File: src/rtl/m6502_alu_unit.sv
// m6502_alu_unit
//   Handshaked ALU for the M6502 core. It runs one AluOperation (ADC..LSR)
//   at a time at WIDTH bits. When the decimal flag is set, ADC and SBC get
//   an extra cycle for BCD correction.
//   Flow:    IDLE -> EXEC -> [DADJ] -> DONE -> IDLE.
//   Latency: o_valid is high two edges after the accept edge, or three
//            edges after it when BCD correction runs.
// Ports
//   clk, reset            core clock; synchronous active-high reset
//   i_valid / o_ready     request handshake (o_ready is high only in IDLE)
//   i_op                  operation: ADC=0 INC DEC SBC CMP AND OR EOR ASL ROL ROR LSR=11
//   i_a, i_b, i_carry     operands and carry in
//   i_decimal             status D bit at issue
//   o_valid / i_ready     result handshake (o_valid is high only in DONE)
//   o_result              WIDTH-bit result
//   o_flags               {N,V,Z,C}
//   o_flag_mask           {N,V,Z,C} write-back enables
module m6502_alu_unit #(
  parameter int WIDTH      = 8,
  parameter bit DECIMAL_EN = 1'b1
) (
  input  logic             clk,
  input  logic             reset,
  input  logic             i_valid,
  output logic             o_ready,
  input  logic [3:0]       i_op,
  input  logic [WIDTH-1:0] i_a,
  input  logic [WIDTH-1:0] i_b,
  input  logic             i_carry,
  input  logic             i_decimal,
  output logic             o_valid,
  input  logic             i_ready,
  output logic [WIDTH-1:0] o_result,
  output logic [3:0]       o_flags,
  output logic [3:0]       o_flag_mask
);
  localparam int MSB  = WIDTH - 1;
  localparam int NIBS = WIDTH / 4;

  localparam logic [3:0] OP_ADC = 4'd0;
  localparam logic [3:0] OP_INC = 4'd1;
  localparam logic [3:0] OP_DEC = 4'd2;
  localparam logic [3:0] OP_SBC = 4'd3;
  localparam logic [3:0] OP_CMP = 4'd4;
  localparam logic [3:0] OP_AND = 4'd5;
  localparam logic [3:0] OP_OR  = 4'd6;
  localparam logic [3:0] OP_EOR = 4'd7;
  localparam logic [3:0] OP_ASL = 4'd8;
  localparam logic [3:0] OP_ROL = 4'd9;
  localparam logic [3:0] OP_ROR = 4'd10;
  localparam logic [3:0] OP_LSR = 4'd11;

  typedef enum logic [1:0] {S_IDLE, S_EXEC, S_DADJ, S_DONE} state_t;

  // BCD add, one nibble at a time from LSB to MSB. A nibble sum above 9
  // gets +6 and carries into the next nibble. Returns {carry, result}.
  function automatic logic [WIDTH:0] bcd_add(input logic [WIDTH-1:0] a,
                                             input logic [WIDTH-1:0] b,
                                             input logic cin);
    logic [WIDTH-1:0] r;
    logic             cy;
    logic [4:0]       s;
    r  = {WIDTH{1'b0}};
    cy = cin;
    for (int i = 0; i < NIBS; i++) begin
      s = {1'b0, a[4*i +: 4]} + {1'b0, b[4*i +: 4]} + {4'b0000, cy};
      if (s > 5'd9) begin
        s  = s + 5'd6;
        cy = 1'b1;
      end else begin
        cy = 1'b0;
      end
      r[4*i +: 4] = s[3:0];
    end
    return {cy, r};
  endfunction

  // BCD subtract, one nibble at a time with ripple borrow. A nibble that
  // borrows gets -6. The borrow into nibble 0 is the inverted carry in.
  function automatic logic [WIDTH-1:0] bcd_sub(input logic [WIDTH-1:0] a,
                                               input logic [WIDTH-1:0] b,
                                               input logic cin);
    logic [WIDTH-1:0] r;
    logic             bw;
    logic [4:0]       d;
    r  = {WIDTH{1'b0}};
    bw = ~cin;
    for (int i = 0; i < NIBS; i++) begin
      d  = {1'b0, a[4*i +: 4]} - {1'b0, b[4*i +: 4]} - {4'b0000, bw};
      bw = d[4];
      if (bw) begin
        r[4*i +: 4] = d[3:0] - 4'd6;
      end else begin
        r[4*i +: 4] = d[3:0];
      end
    end
    return r;
  endfunction

  state_t           state, state_nxt;
  logic [3:0]       op_lat;
  logic [WIDTH-1:0] a_lat, b_lat;
  logic             carry_lat, dec_lat;
  logic [WIDTH-1:0] res_q;
  logic [3:0]       flags_q, mask_q;
  logic             accept, dec_path;

  logic [WIDTH:0]   sum;
  logic [WIDTH-1:0] alu_res;
  logic             alu_n, alu_v, alu_z, alu_c;
  logic [3:0]       alu_mask;
  logic [WIDTH:0]   add_out;
  logic [WIDTH-1:0] adj_res;
  logic             adj_c;

  assign accept   = i_valid & o_ready;
  assign dec_path = DECIMAL_EN & dec_lat & ((op_lat == OP_ADC) | (op_lat == OP_SBC));

  // State register
  always_ff @(posedge clk) begin
    if (reset) state <= S_IDLE;
    else       state <= state_nxt;
  end

  // Next-state logic
  always_comb begin
    state_nxt = state;
    case (state)
      S_IDLE: if (accept) state_nxt = S_EXEC; else state_nxt = S_IDLE;
      S_EXEC: if (dec_path) state_nxt = S_DADJ; else state_nxt = S_DONE;
      S_DADJ: state_nxt = S_DONE;
      S_DONE: if (o_valid & i_ready) state_nxt = S_IDLE; else state_nxt = S_DONE;
      default: state_nxt = S_IDLE;
    endcase
  end

  // Capture the request on the accept edge
  always_ff @(posedge clk) begin
    if (reset) begin
      op_lat    <= 4'd0;
      a_lat     <= {WIDTH{1'b0}};
      b_lat     <= {WIDTH{1'b0}};
      carry_lat <= 1'b0;
      dec_lat   <= 1'b0;
    end else if (accept) begin
      op_lat    <= i_op;
      a_lat     <= i_a;
      b_lat     <= i_b;
      carry_lat <= i_carry;
      dec_lat   <= i_decimal;
    end
  end

  // Binary ALU result and flags, computed from the captured operands
  always_comb begin
    sum      = {(WIDTH+1){1'b0}};
    alu_res  = a_lat;
    alu_c    = 1'b0;
    alu_v    = 1'b0;
    alu_mask = 4'b0000;
    case (op_lat)
      OP_ADC: begin
        sum      = {1'b0, a_lat} + {1'b0, b_lat} + {{WIDTH{1'b0}}, carry_lat};
        alu_res  = sum[MSB:0];
        alu_c    = sum[WIDTH];
        alu_v    = (a_lat[MSB] == b_lat[MSB]) & (alu_res[MSB] != a_lat[MSB]);
        alu_mask = 4'b1111;
      end
      OP_SBC: begin
        sum      = {1'b0, a_lat} + {1'b0, ~b_lat} + {{WIDTH{1'b0}}, carry_lat};
        alu_res  = sum[MSB:0];
        alu_c    = sum[WIDTH];
        alu_v    = (a_lat[MSB] == ~b_lat[MSB]) & (alu_res[MSB] != a_lat[MSB]);
        alu_mask = 4'b1111;
      end
      OP_CMP: begin
        sum      = {1'b0, a_lat} + {1'b0, ~b_lat} + {{WIDTH{1'b0}}, 1'b1};
        alu_c    = sum[WIDTH];
        alu_mask = 4'b1011;
      end
      OP_INC: begin
        alu_res  = a_lat + {{(WIDTH-1){1'b0}}, 1'b1};
        alu_c    = carry_lat;   // C passes through unmasked
        alu_mask = 4'b1010;
      end
      OP_DEC: begin
        alu_res  = a_lat - {{(WIDTH-1){1'b0}}, 1'b1};
        alu_c    = carry_lat;
        alu_mask = 4'b1010;
      end
      OP_AND: begin alu_res = a_lat & b_lat; alu_mask = 4'b1010; end
      OP_OR:  begin alu_res = a_lat | b_lat; alu_mask = 4'b1010; end
      OP_EOR: begin alu_res = a_lat ^ b_lat; alu_mask = 4'b1010; end
      OP_ASL: begin alu_res = {a_lat[MSB-1:0], 1'b0};      alu_c = a_lat[MSB]; alu_mask = 4'b1011; end
      OP_ROL: begin alu_res = {a_lat[MSB-1:0], carry_lat}; alu_c = a_lat[MSB]; alu_mask = 4'b1011; end
      OP_ROR: begin alu_res = {carry_lat, a_lat[MSB:1]};   alu_c = a_lat[0];   alu_mask = 4'b1011; end
      OP_LSR: begin alu_res = {1'b0, a_lat[MSB:1]};        alu_c = a_lat[0];   alu_mask = 4'b1011; end
      default: begin alu_res = a_lat; alu_mask = 4'b0000; end  // undefined op: pass A, nothing written back
    endcase
    if (op_lat == OP_CMP) begin
      alu_n = sum[MSB];
      alu_z = (a_lat == b_lat);
    end else if (op_lat > OP_LSR) begin
      alu_n = 1'b0;
      alu_z = 1'b0;
    end else begin
      alu_n = alu_res[MSB];
      alu_z = (alu_res == {WIDTH{1'b0}});
    end
  end

  // BCD correction; only R and C change, N/V/Z keep their binary values
  always_comb begin
    add_out = bcd_add(a_lat, b_lat, carry_lat);
    if (op_lat == OP_SBC) begin
      adj_res = bcd_sub(a_lat, b_lat, carry_lat);
      adj_c   = flags_q[0];   // no-borrow of the binary subtract
    end else begin
      adj_res = add_out[MSB:0];
      adj_c   = add_out[WIDTH];
    end
  end

  // Working result registers, loaded in EXEC and patched in DADJ
  always_ff @(posedge clk) begin
    if (reset) begin
      res_q   <= {WIDTH{1'b0}};
      flags_q <= 4'b0000;
      mask_q  <= 4'b0000;
    end else begin
      case (state)
        S_EXEC: begin
          res_q   <= alu_res;
          flags_q <= {alu_n, alu_v, alu_z, alu_c};
          mask_q  <= alu_mask;
        end
        S_DADJ: begin
          res_q      <= adj_res;
          flags_q[0] <= adj_c;
        end
        default: ;
      endcase
    end
  end

  // Output registers. The outputs load on the first DONE cycle and then
  // hold until the consumer takes the result.
  always_ff @(posedge clk) begin
    if (reset) begin
      o_ready     <= 1'b1;
      o_valid     <= 1'b0;
      o_result    <= {WIDTH{1'b0}};
      o_flags     <= 4'b0000;
      o_flag_mask <= 4'b0000;
    end else begin
      o_ready <= (state_nxt == S_IDLE);
      if ((state == S_DONE) && !o_valid) begin
        o_valid     <= 1'b1;
        o_result    <= res_q;
        o_flags     <= flags_q;
        o_flag_mask <= mask_q;
      end else if ((state == S_DONE) && i_ready) begin
        o_valid <= 1'b0;
      end
    end
  end
endmodule

File: config.mk
export PLATFORM = sky130hd
export DESIGN_NAME = m6502_alu_unit
export DESIGN_NICKNAME = d
export VERILOG_FILES = /design/src/rtl/m6502_alu_unit.sv
export SDC_FILE = /design/constraint.sdc
export NUM_CORES = 1
export LEC_CHECK = 0
export ABC_AREA = 0
export BUFFER_PORTS_ARGS = -buffer_cell sky130_fd_sc_hd__buf_2
export CAP_MARGIN = 25
export CORE_ASPECT_RATIO = 1.5
export CORE_MARGIN = 5
export CORE_UTILIZATION = 30
export CTS_CLUSTER_SIZE = 40
export DETAILED_ROUTE_END_ITERATION = 16
export HOLD_SLACK_MARGIN = 0.1
export RECOVER_POWER = 100
export SETUP_SLACK_MARGIN = 0.3
export SLEW_MARGIN = 20
export SYNTH_ARGS = -nofsm -noshare
export SYNTH_HDL_FRONTEND = slang
export SYNTH_SLANG_ARGS = --single-unit
File: constraint.sdc
create_clock -name clk -period 4.7 [get_ports clk]
set_clock_uncertainty 0.05 [all_clocks]
set_input_delay 0.94 -clock clk [delete_from_list [all_inputs] [get_ports clk]]
set_output_delay 0.94 -clock clk [all_outputs]
set_load 0.01 [all_outputs]
# ---- Yosys cells after proc, flatten, opt, wreduce, memory -nomap -nowiden
# Index checks and enable logic that the tools add are counted.
dict set report totals {
  output_inout_bits 18
  input_bits 26
  register_bits 58
  wordCells 109
}
dict set report classes {
  mux 24
  addsub 19
  eq_ne 20
  n_lt_le_gt_ge 3
  bitwise_logic 12
  reduce_logical 16
}
# op n
set ops {}
lappend ops {{8-bit case mux with 11 select lines} 1}
lappend ops {{8-bit by 8-bit adder with 9-bit output} 2}
lappend ops {{9-bit by 1-bit adder with 9-bit output} 2}
lappend ops {{4-bit by 3-bit == test with 1-bit output (second input constant)} 4}
lappend ops {{4-bit == test (second input constant)} 4}
lappend ops {{4-bit two-way mux} 4}
lappend ops {{8-bit case mux with 2 select lines} 1}
lappend ops {{4-bit case mux with 3 select lines} 1}
lappend ops {{1-bit two-way mux} 11}
lappend ops {{4-bit by 4-bit adder with 5-bit output} 2}
lappend ops {{5-bit by 1-bit adder with 5-bit output} 2}
lappend ops {{5-bit by 4-bit greater-than comparator with 1-bit output (second input constant)} 2}
lappend ops {{5-bit OR reduction} 2}
lappend ops {{4-bit by 4-bit subtractor with 5-bit output} 2}
lappend ops {{5-bit by 1-bit subtractor with 5-bit output} 2}
lappend ops {{9-bit by 1-bit adder with 9-bit output (second input constant)} 1}
lappend ops {{4-bit by 3-bit adder with 4-bit output (second input constant)} 2}
lappend ops {{8-bit by 1-bit adder with 8-bit output (second input constant)} 1}
lappend ops {{8-bit AND} 1}
lappend ops {{4-bit by 2-bit == test with 1-bit output (second input constant)} 2}
lappend ops {{8-bit == test} 1}
lappend ops {{8-bit logical NOT} 1}
lappend ops {{8-bit two-way mux} 1}
lappend ops {{8-bit NOT} 1}
lappend ops {{25 further kinds} 41}

# ---- Logic depth before layout (Yosys ltp)
# Gate-level depths: netlist (run 1).
dict set report logic_depth {
  depth_word 9
  depth_mapped 19
  mapped_depth_nobuf 19
}

# ---- Worst setup path after synthesis (run 1)
# OpenSTA, ideal clock, no wires.
dict set report synth_path {
  path_kind {register to register}
  startpoint {register a_lat[1]}
  endpoint {register res_q[6]}
  n_path_buf 0
  period_less_slack_ns 4.278
  arrival_time_ns 4.137
  path_stages_with_launch 18
  setup_slack_ns 0.422
  path_cell_list {dfxtp_1 > inv_1 > ha_1 > nor2b_1 > o21a_1 > o21a_1 > o31ai_1 > inv_1 > fa_1 > inv_1 > fa_1 > inv_1 > ha_1 > a21oi_1 > a211o_1 > a21oi_1 > o311ai_0 > a311oi_1}
}
dict set report synth_between {
  elab_chain_cells 9
  word_cells_on_any_way 22
  cone_classes {14 x add/sub; 2 x order compare; 6 x mux}
}
# element line
set synth_rtl {}
lappend synth_rtl {{start, declared} 102} ;# logic [WIDTH-1:0] a_lat, b_lat;
lappend synth_rtl {{start signal, assigned} 141} ;# a_lat <= {WIDTH{1'b0}};
lappend synth_rtl {{start signal, assigned} 147} ;# a_lat <= i_a;
lappend synth_rtl {{4-bit by 4-bit adder with 5-bit output} 66} ;# s = {1'b0, a[4*i +: 4]} + {1'b0, b[4*i +: 4]} + {4'b0000, cy};
lappend synth_rtl {{5-bit by 1-bit adder with 5-bit output} 66}
lappend synth_rtl {{5-bit by 4-bit greater-than comparator with 1-bit output} 67} ;# if (s > 5'd9) begin
lappend synth_rtl {{1-bit two-way mux} 67}
lappend synth_rtl {{5-bit by 1-bit adder with 5-bit output} 66}
lappend synth_rtl {{4-bit by 3-bit adder with 4-bit output or 5-bit by 4-bit greater-than comparator with 1-bit output (tied branches)} {68, 67}}
lappend synth_rtl {{4-bit two-way mux} 67}
lappend synth_rtl {{8-bit two-way mux} 215} ;# if (op_lat == OP_SBC) begin
lappend synth_rtl {{8-bit case mux with 2 select lines (*)} 231} ;# case (state)
lappend synth_rtl {{end signal, assigned} 227} ;# res_q <= {WIDTH{1'b0}};
lappend synth_rtl {{end signal, assigned} 233} ;# res_q <= alu_res;
lappend synth_rtl {{end signal, assigned} 238} ;# res_q <= adj_res;
lappend synth_rtl {{end, declared} 104} ;# logic [WIDTH-1:0] res_q;
# Every way passes the cells marked *; elsewhere a longest branch is shown, timed or not.
# A chain may end at the register's enable or synchronous reset.

# ---- Worst setup path after layout (run 1)
dict set report layout_path {
  startpoint {register b_lat[1]}
  endpoint {register res_q[6]}
}
dict set report layout_between {
  elab_chain_cells 9
  word_cells_on_any_way 21
  cone_classes {12 x add/sub; 2 x order compare; 6 x mux; 1 x bitwise}
}
# element line
set layout_rtl {}
lappend layout_rtl {{start, declared} 102}
lappend layout_rtl {{start signal, assigned} 142} ;# b_lat <= {WIDTH{1'b0}};
lappend layout_rtl {{start signal, assigned} 148} ;# b_lat <= i_b;
lappend layout_rtl {{4-bit by 4-bit adder with 5-bit output} 66}
lappend layout_rtl {{5-bit by 1-bit adder with 5-bit output} 66}
lappend layout_rtl {{5-bit by 4-bit greater-than comparator with 1-bit output} 67}
lappend layout_rtl {{1-bit two-way mux} 67}
lappend layout_rtl {{5-bit by 1-bit adder with 5-bit output} 66}
lappend layout_rtl {{4-bit by 3-bit adder with 4-bit output or 5-bit by 4-bit greater-than comparator with 1-bit output (tied branches)} {68, 67}}
lappend layout_rtl {{4-bit two-way mux} 67}
lappend layout_rtl {{8-bit two-way mux} 215}
lappend layout_rtl {{8-bit case mux with 2 select lines (*)} 231}
# Marked as above.

==> results of run 1 <==
-- power by group through the flow --
stage / combinational (mW) / clock (mW) / sequential (mW)
after floorplan: 1.17 / 0 / 0.632
after global placement: 1.53 / 0 / 0.634
after detailed placement: 1.54 / 0 / 0.636
after CTS: 1.55 / 0.462 / 0.625
after global routing: 1.76 / 0.472 / 0.639
final: 1.56 / 0.446 / 0.625
-- kinds of logic after synthesis --
kind of cell	after synthesis	share of synthesized area, %
AO/OA/AOI/OAI	193	25.23
XOR/XNOR	31	5.310
adder cells (fa/ha/maj)	62	16.64
buffers and inverters	88	6.826
flip-flops	56	21.92
multiplexers	14	2.765
AND/OR/NAND/NOR	238	21.31
-- registers in the layout (all words and copies together) (netlist names) --
name,cells
o_result,8
op_lat,4
mask_q,3
flags_q,4
o_ready,1
res_q,8
state,2
a_lat,8
carry_lat,1
o_flag_mask,3
o_valid,1
dec_lat,1
b_lat,8
o_flags,4
-- final cells by class --
| class | instances | area share, % |
|---|---|---|
| Clock buffer | 5 | 2.197 |
| Clock inverter | 3 | 0.8130 |
| Inverter | 49 | 3.230 |
| Multi-Input combinational cell | 538 | 64.45 |
| Sequential cell | 56 | 19.75 |
| Tap cell | 210 | 4.614 |
| Timing Repair Buffer | 56 | 4.944 |
-- timing repair --
action	in CTS	in global routing
hold endpoints to repair	0	0
endpoints found under the setup margin	0	3
gates resized for setup	0	11
buffers inserted	0	1
-- metrics by stage --
step | worst slack (ns) | std cells
floorplan | 0.4217 | 682
global placement | 0.5213 | 908
detailed placement | 0.4267 | 908
CTS | 0.4103 | 916
global route | 0.2087 | 917
finish | 0.5081 | 917
-- metal layers --
metal	routed length (µm)	GRT usage, %
met1	6307	18.48
met2	8079	29.02
met3	576	1.423
met4	835	9.281
met5	0	0
-- worst reg2reg max path, stage by stage (launching register included) --
cell and delay (ns):
dfxtp_2 0.40, inv_1 0.12, ha_1 0.36, nor2b_1 0.16, o21a_1 0.19, o21a_1 0.20
o31ai_1 0.24, buf_4 0.19, inv_1 0.06, fa_1 0.35, inv_1 0.10, fa_1 0.44
inv_1 0.11, ha_2 0.20, a21oi_2 0.07, a211o_1 0.30, a21oi_1 0.12, o311ai_0 0.15
a311oi_1 0.29
-- how the worst max path moves through the flow --
stage	end	slack [ns]	depth (start not counted)
2_1_floorplan	res_q[6]	0.42	17
3_3_place_gp	res_q[6]	0.52	18
3_5_place_dp	res_q[6]	0.43	18
4_1_cts	res_q[6]	0.41	18
5_1_grt	res_q[6]	0.21	18
6_report	res_q[6]	0.51	18
-- layout by cell type (no fill, tap or decap), types with 7 or more instances in the layout --
cell type and count:
ha_1 51, a21o_1 7, xnor2_1 22, nand3_1 10, nand2b_1 7, nor2_1 49, fa_1 8, o21a_1 8
a21oi_1 71, nand2_1 111, dfxtp_1 53, buf_4 11, a211oi_1 9, inv_1 48, clkbuf_1 21, nor3_1 17
nor2b_1 10, o211ai_1 7, mux2i_1 13, buf_2 24, xor2_1 7, o21ai_0 21
==> flow_summary.ini, run 1 <==
[run_status]
status = complete, but fails checks
violations = max-capacitance violations, max-slew violations

[critical_path]
crit_required_ns = 4.86
crit_path_top_delay_cell = fa_1
crit_path_frequent_cell = inv_1
start_kind = flip-flop
r2r_start = b_lat[1]
crit_path_cell_trace = inv_1 > ha_1 > nor2b_1 > o21a_1 > o21a_1 > o31ai_1 > buf_4 > inv_1 > fa_1 > inv_1 > fa_1 > inv_1 > ha_2 > a21oi_2 > a211o_1 > a21oi_1 > o311ai_0 > a311oi_1
cp_top_family = compound AO/OA/AOI/OAI gates
cp-startpoint = b_lat[1]
r2r-end = res_q[6]
path_class = reg -> reg
end_kind = flip-flop
worst-r2r-cell-count = 18
slowest_delay_ns = 0.44
crit_buf_inv = 5
critPathMaxFanout = 5
arrival_ns = 4.35
ff2ff_setup_slack_ns = 0.51

[clock_tree]
root_buffer = clkbuf_16
cts.sinks = 56
cts_made_buffers = 5
postCtsHoldBufs = 0
clk_pin_slew_ns = 0.08
cts_tree = yes
h-tree-depth = 2
clock_path_buffers = 2
clk_latency_ns = 0.31

[worst_hold_path]
whs_endpoint = o_result[0]
whs_path_depth = 2
hold_path_class = reg -> reg
min_from = o_result[0]

[timing]
relSlewSlack_pct = -0.4486
setup_violations = 0
tightest_slew_ns = 1.507
hold_violations = 0
rsz0062_at_grt = true
setup_tns_ns = 0
period_share_pct = 89.19
clock.fmax_mhz = 238.6
report.final.slew_viol_count = 33
min_period_ns = 4.192
fin_hold_ws_ns = 0.4056

[layout]
nets = 794
multi_input_area_mm2 = 0.003670
antenna_cells = 0
final-seq-area_mm2 = 0.001125
fin_util_pct = 33.97
fin_area_mm2 = 0.005694
syn_to_final_growth_pct = 11.35
fill_cells = 1798
layout-drive-gt1-share_pct = 9.052

[power]
internal_power_mw = 1.424
power_mw = 2.636
p_sw_share_pct = 45.97
p_leak_nw = 2.232
switchingPower_mw = 1.212
power_density_mw_per_mm2 = 463.0
pwr-share-clk_pct = 16.9
combPwrFrac_pct = 59.4
seq_power_share_pct = 23.7
vdd_drop_max_v = 0.0002058

[drt]
dr.pass1.iters = 5
vias = 4867
wl_per_cell_um = 17.23
via_per_inst = 5.308
wirelength_um = 15800
drc = 0
drtIter0Drc = 328
postRouteAntennaNets = 0

[die]
core_area_mm2 = 0.01676
fp.dieW_um = 116.6
start_util_pct = 30.50
die_h_um = 169.9
ios = 44
rows = 58
die-area_mm2 = 0.01981

[yosys]
synth_nets = 770
avgSynthCellArea_um2 = 7.498
synth-seq-cells = 56
synthMostInstantiatedCell = nand2_1
synth-edff-count = 0
synth_area_leaders = dfxtp_1 22%, ha_1 13%, nand2_1 8.1%
synthTopCellsByCount = 111 x nand2_1, 72 x a21oi_1, 56 x dfxtp_1, 52 x ha_1, 49 x nor2_1
synth_top_area_share_pct = 21.92
synth_flop_cell = dfxtp_1
async_flop_share_pct = 0
syn_inst = 682
ys_warn_count = 0
ys_seq_area_share_pct = 21.92
yosys.area.top_type = dfxtp_1
synth_cell_type_count = 70
syn_area_mm2 = 0.005114

[grt]
grt_max_degree = 42
track_usage_pct = 16.22
grt-ovfl-total = 0
antenna_found_initial = 0
grt_pass1_wl_um = 25250
grt_pass1_vias = 4859

[job]
cap_violations = 1

[place]
gp_congestion = 0.9117
portBuffers = 43
post-dp-hpwl_um = 12620
dpl_cell_area_mm2 = 0.005517
(Power assumes the default switching activity.)
==> run 2, diff against run 1 <==
- CORE_MARGIN: 5 -> 2
==> flow_summary.ini, run 2 (synthesized netlist as in run 1, its figures left out) <==
[critical_path]
path_class = reg -> reg
slowest_delay_ns = 0.40
critPathMaxFanout = 10
start_kind = flip-flop
crit_required_ns = 4.89
crit_path_cell_trace = inv_1 > ha_1 > clkbuf_1 > o21a_1 > nor2_1 > xnor2_1 > inv_1 > fa_1 > inv_1 > fa_1 > o21a_1 > nor2_1 > xnor2_1 > nor2_1 > xnor2_1 > mux2i_1 > a311o_1 > a21oi_1
crit_path_top_delay_cell = clkbuf_1
arrival_ns = 4.38
end_kind = flip-flop

[timing]
fin_hold_ws_ns = 0.4026
report.final.slew_viol_count = 34
clock.fmax_mhz = 238.8
setup_violations = 0
min_period_ns = 4.188
setup_tns_ns = 0
period_share_pct = 89.11
tightest_slew_ns = 1.512
relSlewSlack_pct = -0.7905
layout_setup_ws_ns = 0.5118
hold_violations = 0
rsz0062_at_grt = true

[layout]
mostFrequentLayoutCell = nand2_1
nets = 797
syn_to_final_growth_pct = 11.40
mostFrequentLayoutCells = 111 x nand2_1, 71 x a21oi_1, 53 x dfxtp_1
layout-drive-gt1-share_pct = 9.577
fill_cells = 1833
antenna_cells = 0
stdcell_count = 920

[drt]
dr.pass1.iters = 5
vias = 4894
via_per_inst = 5.320
drc = 0
drtIter0Drc = 306
postRouteAntennaNets = 0
wirelength_um = 15990
wl_per_cell_um = 17.38

[clock_tree]
root_buffer = clkbuf_16
postCtsHoldBufs = 0
cts_made_buffers = 5
h-tree-depth = 2
cts.sinks = 56
clk_latency_ns = 0.31
cts_tree = yes
clk_pin_slew_ns = 0.08
clock_path_buffers = 2

[place]
place_inst = 910
gp_congestion = 0.9548
portBuffers = 43
post-dp-hpwl_um = 12620
pre_cts_ws_ns = 0.3753

[grt]
grt_max_degree = 42
track_usage_pct = 17.44
grt-ovfl-total = 0
grt_pass1_wl_um = 25070
grt_pass1_vias = 4671
antenna_found_initial = 0

[power]
power_density_mw_per_mm2 = 456.8
vdd_drop_max_v = 0.0001657
switchingPower_mw = 1.225
seq_power_share_pct = 24.0
pwr-share-clk_pct = 15.2
internal_power_mw = 1.377
p_sw_share_pct = 47.08
combPwrFrac_pct = 60.8
p_leak_nw = 2.237

[die]
ios = 44
die_h_um = 163.9
core_area_mm2 = 0.01676
rows = 58
start_util_pct = 30.50
fp.dieW_um = 110.6
die-area_mm2 = 0.01813

[worst_hold_path]
hold_path_class = reg -> reg

[job]
cap_violations = 1

[run_status]
status = complete, but fails checks
violations = max-capacitance violations, max-slew violations
-- run 2: metrics by stage --
| stage | power, mW | cell area [µm²] | utilization, % |
|---|---|---|---|
| 6_report | 2.602 | 5697 | 33.98 |
| 5_1_grt | 2.814 | 5697 | 33.98 |
| 4_1_cts | 2.594 | 5683 | 33.90 |
| 3_5_place_dp | 2.185 | 5532 | 33.00 |
| 3_3_place_gp | 2.175 | 5532 | 33.00 |
| 2_1_floorplan | 1.799 | 5114 | - |
-- run 2: path summary, 6_finish.rpt --
path	from	end	slack, ns	cells past startpoint
hold / removal	o_result[1]	o_result[1]	0.40	2
hold reg to reg	o_result[1]	o_result[1]	0.40	2
setup / recovery	b_lat[2]	res_q[7]	0.51	18
setup reg to reg	b_lat[2]	res_q[7]	0.51	18
-- run 2: what timing repair did --
| item | CTS | global route |
|---|---|---|
| setup buffers | 0 | 1 |
| resized for setup | 0 | 12 |
| setup endpoints to repair | 0 | 3 |
-- run 2: final cells by class --
| type | instances | area [µm²] | area share (%) |
|---|---|---|---|
| timing repair buffer | 59 | 304.0 | 5.337 |
| clock buffer | 5 | 125.1 | 2.196 |
| sequential | 56 | 1125 | 19.75 |
| clock inverter | 3 | 26.28 | 0.4612 |
| inverter | 49 | 183.9 | 3.229 |
| multi-input combinational | 538 | 3670 | 64.42 |
| tap | 210 | 262.8 | 4.612 |
-- run 2: critical path: cells and delay by family, from the launching register on --
kind | cells | cell delay, ns
flops | 1 | 0.39
xor+xnor | 3 | 0.83
simple gates | 3 | 0.18
fa+ha+maj | 3 | 1.00
buf+inv | 4 | 0.78
compound gates | 4 | 0.80
mux | 1 | 0.10
-- run 2: power by group through the flow --
stage	Combinational, mW	Sequential, mW	Clock (mW)
detailed placement	1.55	0.635	0
CTS	1.56	0.624	0.412
floorplan	1.17	0.632	0
finish	1.58	0.624	0.396
global route	1.76	0.637	0.422
global placement	1.54	0.632	0
-- run 2: layer usage --
metal  global-route usage (%)  vias to the layer above  wire (µm)
met5                        0                        -          0
met4                    8.125                        0        712
met3                    1.919                       33        545
met2                    33.44                      131       8439
met1                    19.13                     2283       6293
li1                         -                     2447          -
==> run 3, diff against run 2 <==
- CORE_MARGIN: 2 -> not set
==> flow_summary.ini, run 3 (synthesized netlist as in run 1, its figures left out) <==
[timing]
clock.fmax_mhz = 231.8
period_share_pct = 91.78
tightest_slew_ns = 1.864
relSlewSlack_pct = -24.30
min_period_ns = 4.314
fin_hold_ws_ns = 0.4057
rsz0062_at_grt = true
setup_tns_ns = 0
setup_violations = 0
layout_setup_ws_ns = 0.3861
report.final.slew_viol_count = 84
hold_violations = 0

[clock_tree]
clk_pin_slew_ns = 0.08
clk_latency_ns = 0.30
cts.sinks = 56
cts_tree = yes
h-tree-depth = 2
clock_path_buffers = 2
root_buffer = clkbuf_16
cts_made_buffers = 5

[grt]
grt_max_degree = 42
grt_pass1_wl_um = 24650
track_usage_pct = 18.33
grt-ovfl-total = 0
grt_pass1_vias = 4612
antenna_found_initial = 0

[drt]
drc = 0
dr.pass1.iters = 6
vias = 4896
via_per_inst = 5.322
postRouteAntennaNets = 0
wirelength_um = 15820
wl_per_cell_um = 17.20
drtIter0Drc = 307

[layout]
fin_area_mm2 = 0.005687
fin_util_pct = 34.07
mostFrequentLayoutCells = 111 x nand2_1, 71 x a21oi_1, 54 x dfxtp_1
layout-drive-gt1-share_pct = 9.014
mostFrequentLayoutCell = nand2_1
fill_cells = 1859
syn_to_final_growth_pct = 11.21
antenna_cells = 0
nets = 797

[job]
cap_violations = 2

[place]
gp_congestion = 0.9666
dpl_cell_area_mm2 = 0.005532
pre_cts_ws_ns = 0.2893
portBuffers = 43
post-dp-hpwl_um = 12670

[die]
start_util_pct = 30.64
rows = 58
die-area_mm2 = 0.01758
ios = 44
core_area_mm2 = 0.01669
die_h_um = 161.9
fp.dieW_um = 108.6

[power]
p_leak_nw = 2.231
power_density_mw_per_mm2 = 455.2
vdd_drop_max_v = 0.0001641

[critical_path]
arrival_ns = 4.36
end_kind = flip-flop
path_class = reg -> reg
start_kind = flip-flop
critPathMaxFanout = 5
crit_required_ns = 4.75

[run_status]
violations = max-capacitance violations, max-slew violations
status = complete, but fails checks

[worst_hold_path]
hold_path_class = reg -> reg
run 3: metal layers:
metal | vias to the layer above | global-route usage [%] | part of all wire (%)
met2 | 151 | 33.77 | 52
met4 | 0 | 10.93 | 5.6
met1 | 2259 | 19.57 | 38
li1 | 2437 | - | -
met3 | 49 | 2.047 | 4.0
met5 | - | 0 | 0
run 3: path summary, 6_finish.rpt:
path              slack (ns)     endpoint   startpoint  cells after the start
setup / recovery        0.39     res_q[6]    carry_lat                     18
hold / removal          0.41  o_result[6]  o_result[6]                      2
setup reg to reg        0.39     res_q[6]    carry_lat                     18
hold reg to reg         0.41  o_result[6]  o_result[6]                      2
run 3: area by class of cell:
type | count | area [µm²] | share of cell area (%)
Clock inverter | 2 | 16.27 | 0.2860
Tap cell | 210 | 262.8 | 4.620
Timing Repair Buffer | 59 | 304.0 | 5.347
Inverter | 49 | 183.9 | 3.234
Sequential cell | 56 | 1124 | 19.76
Multi-Input combinational cell | 538 | 3667 | 64.49
Clock buffer | 6 | 128.9 | 2.266
run 3: timing repair:
action                     4_1_cts  5_1_grt
pin swaps                        0        1
setup endpoints to repair        1        4
gates resized for setup          2        8
hold buffers                     0        0
setup buffers                    0        1
run 3: worst max-delay path, stage by stage (launching register included):
cell and delay (ns):
dfxtp_1 0.40, inv_1 0.11, fa_1 0.42, inv_1 0.09
fa_2 0.49, nor2_4 0.16, o31ai_2 0.07, buf_4 0.15
inv_1 0.07, fa_1 0.15, inv_1 0.06, fa_1 0.42
xnor2_1 0.17, ha_1 0.27, a21oi_2 0.20, a21oi_1 0.11
a31o_2 0.26, o311ai_0 0.31, a311oi_1 0.14
run 3: where the power goes:
group / switching, mW / internal [mW]
sequential: 0.0648 / 0.559
combinational: 0.965 / 0.616
clock: 0.185 / 0.200
total: 1.21 / 1.37
run 3: per-stage QoR:
step | instances | power [mW]
after CTS | 918 | 2.592
final | 920 | 2.589
after detailed placement | 910 | 2.191
after global routing | 920 | 2.802
after floorplan | 682 | 1.799
after global placement | 910 | 2.185
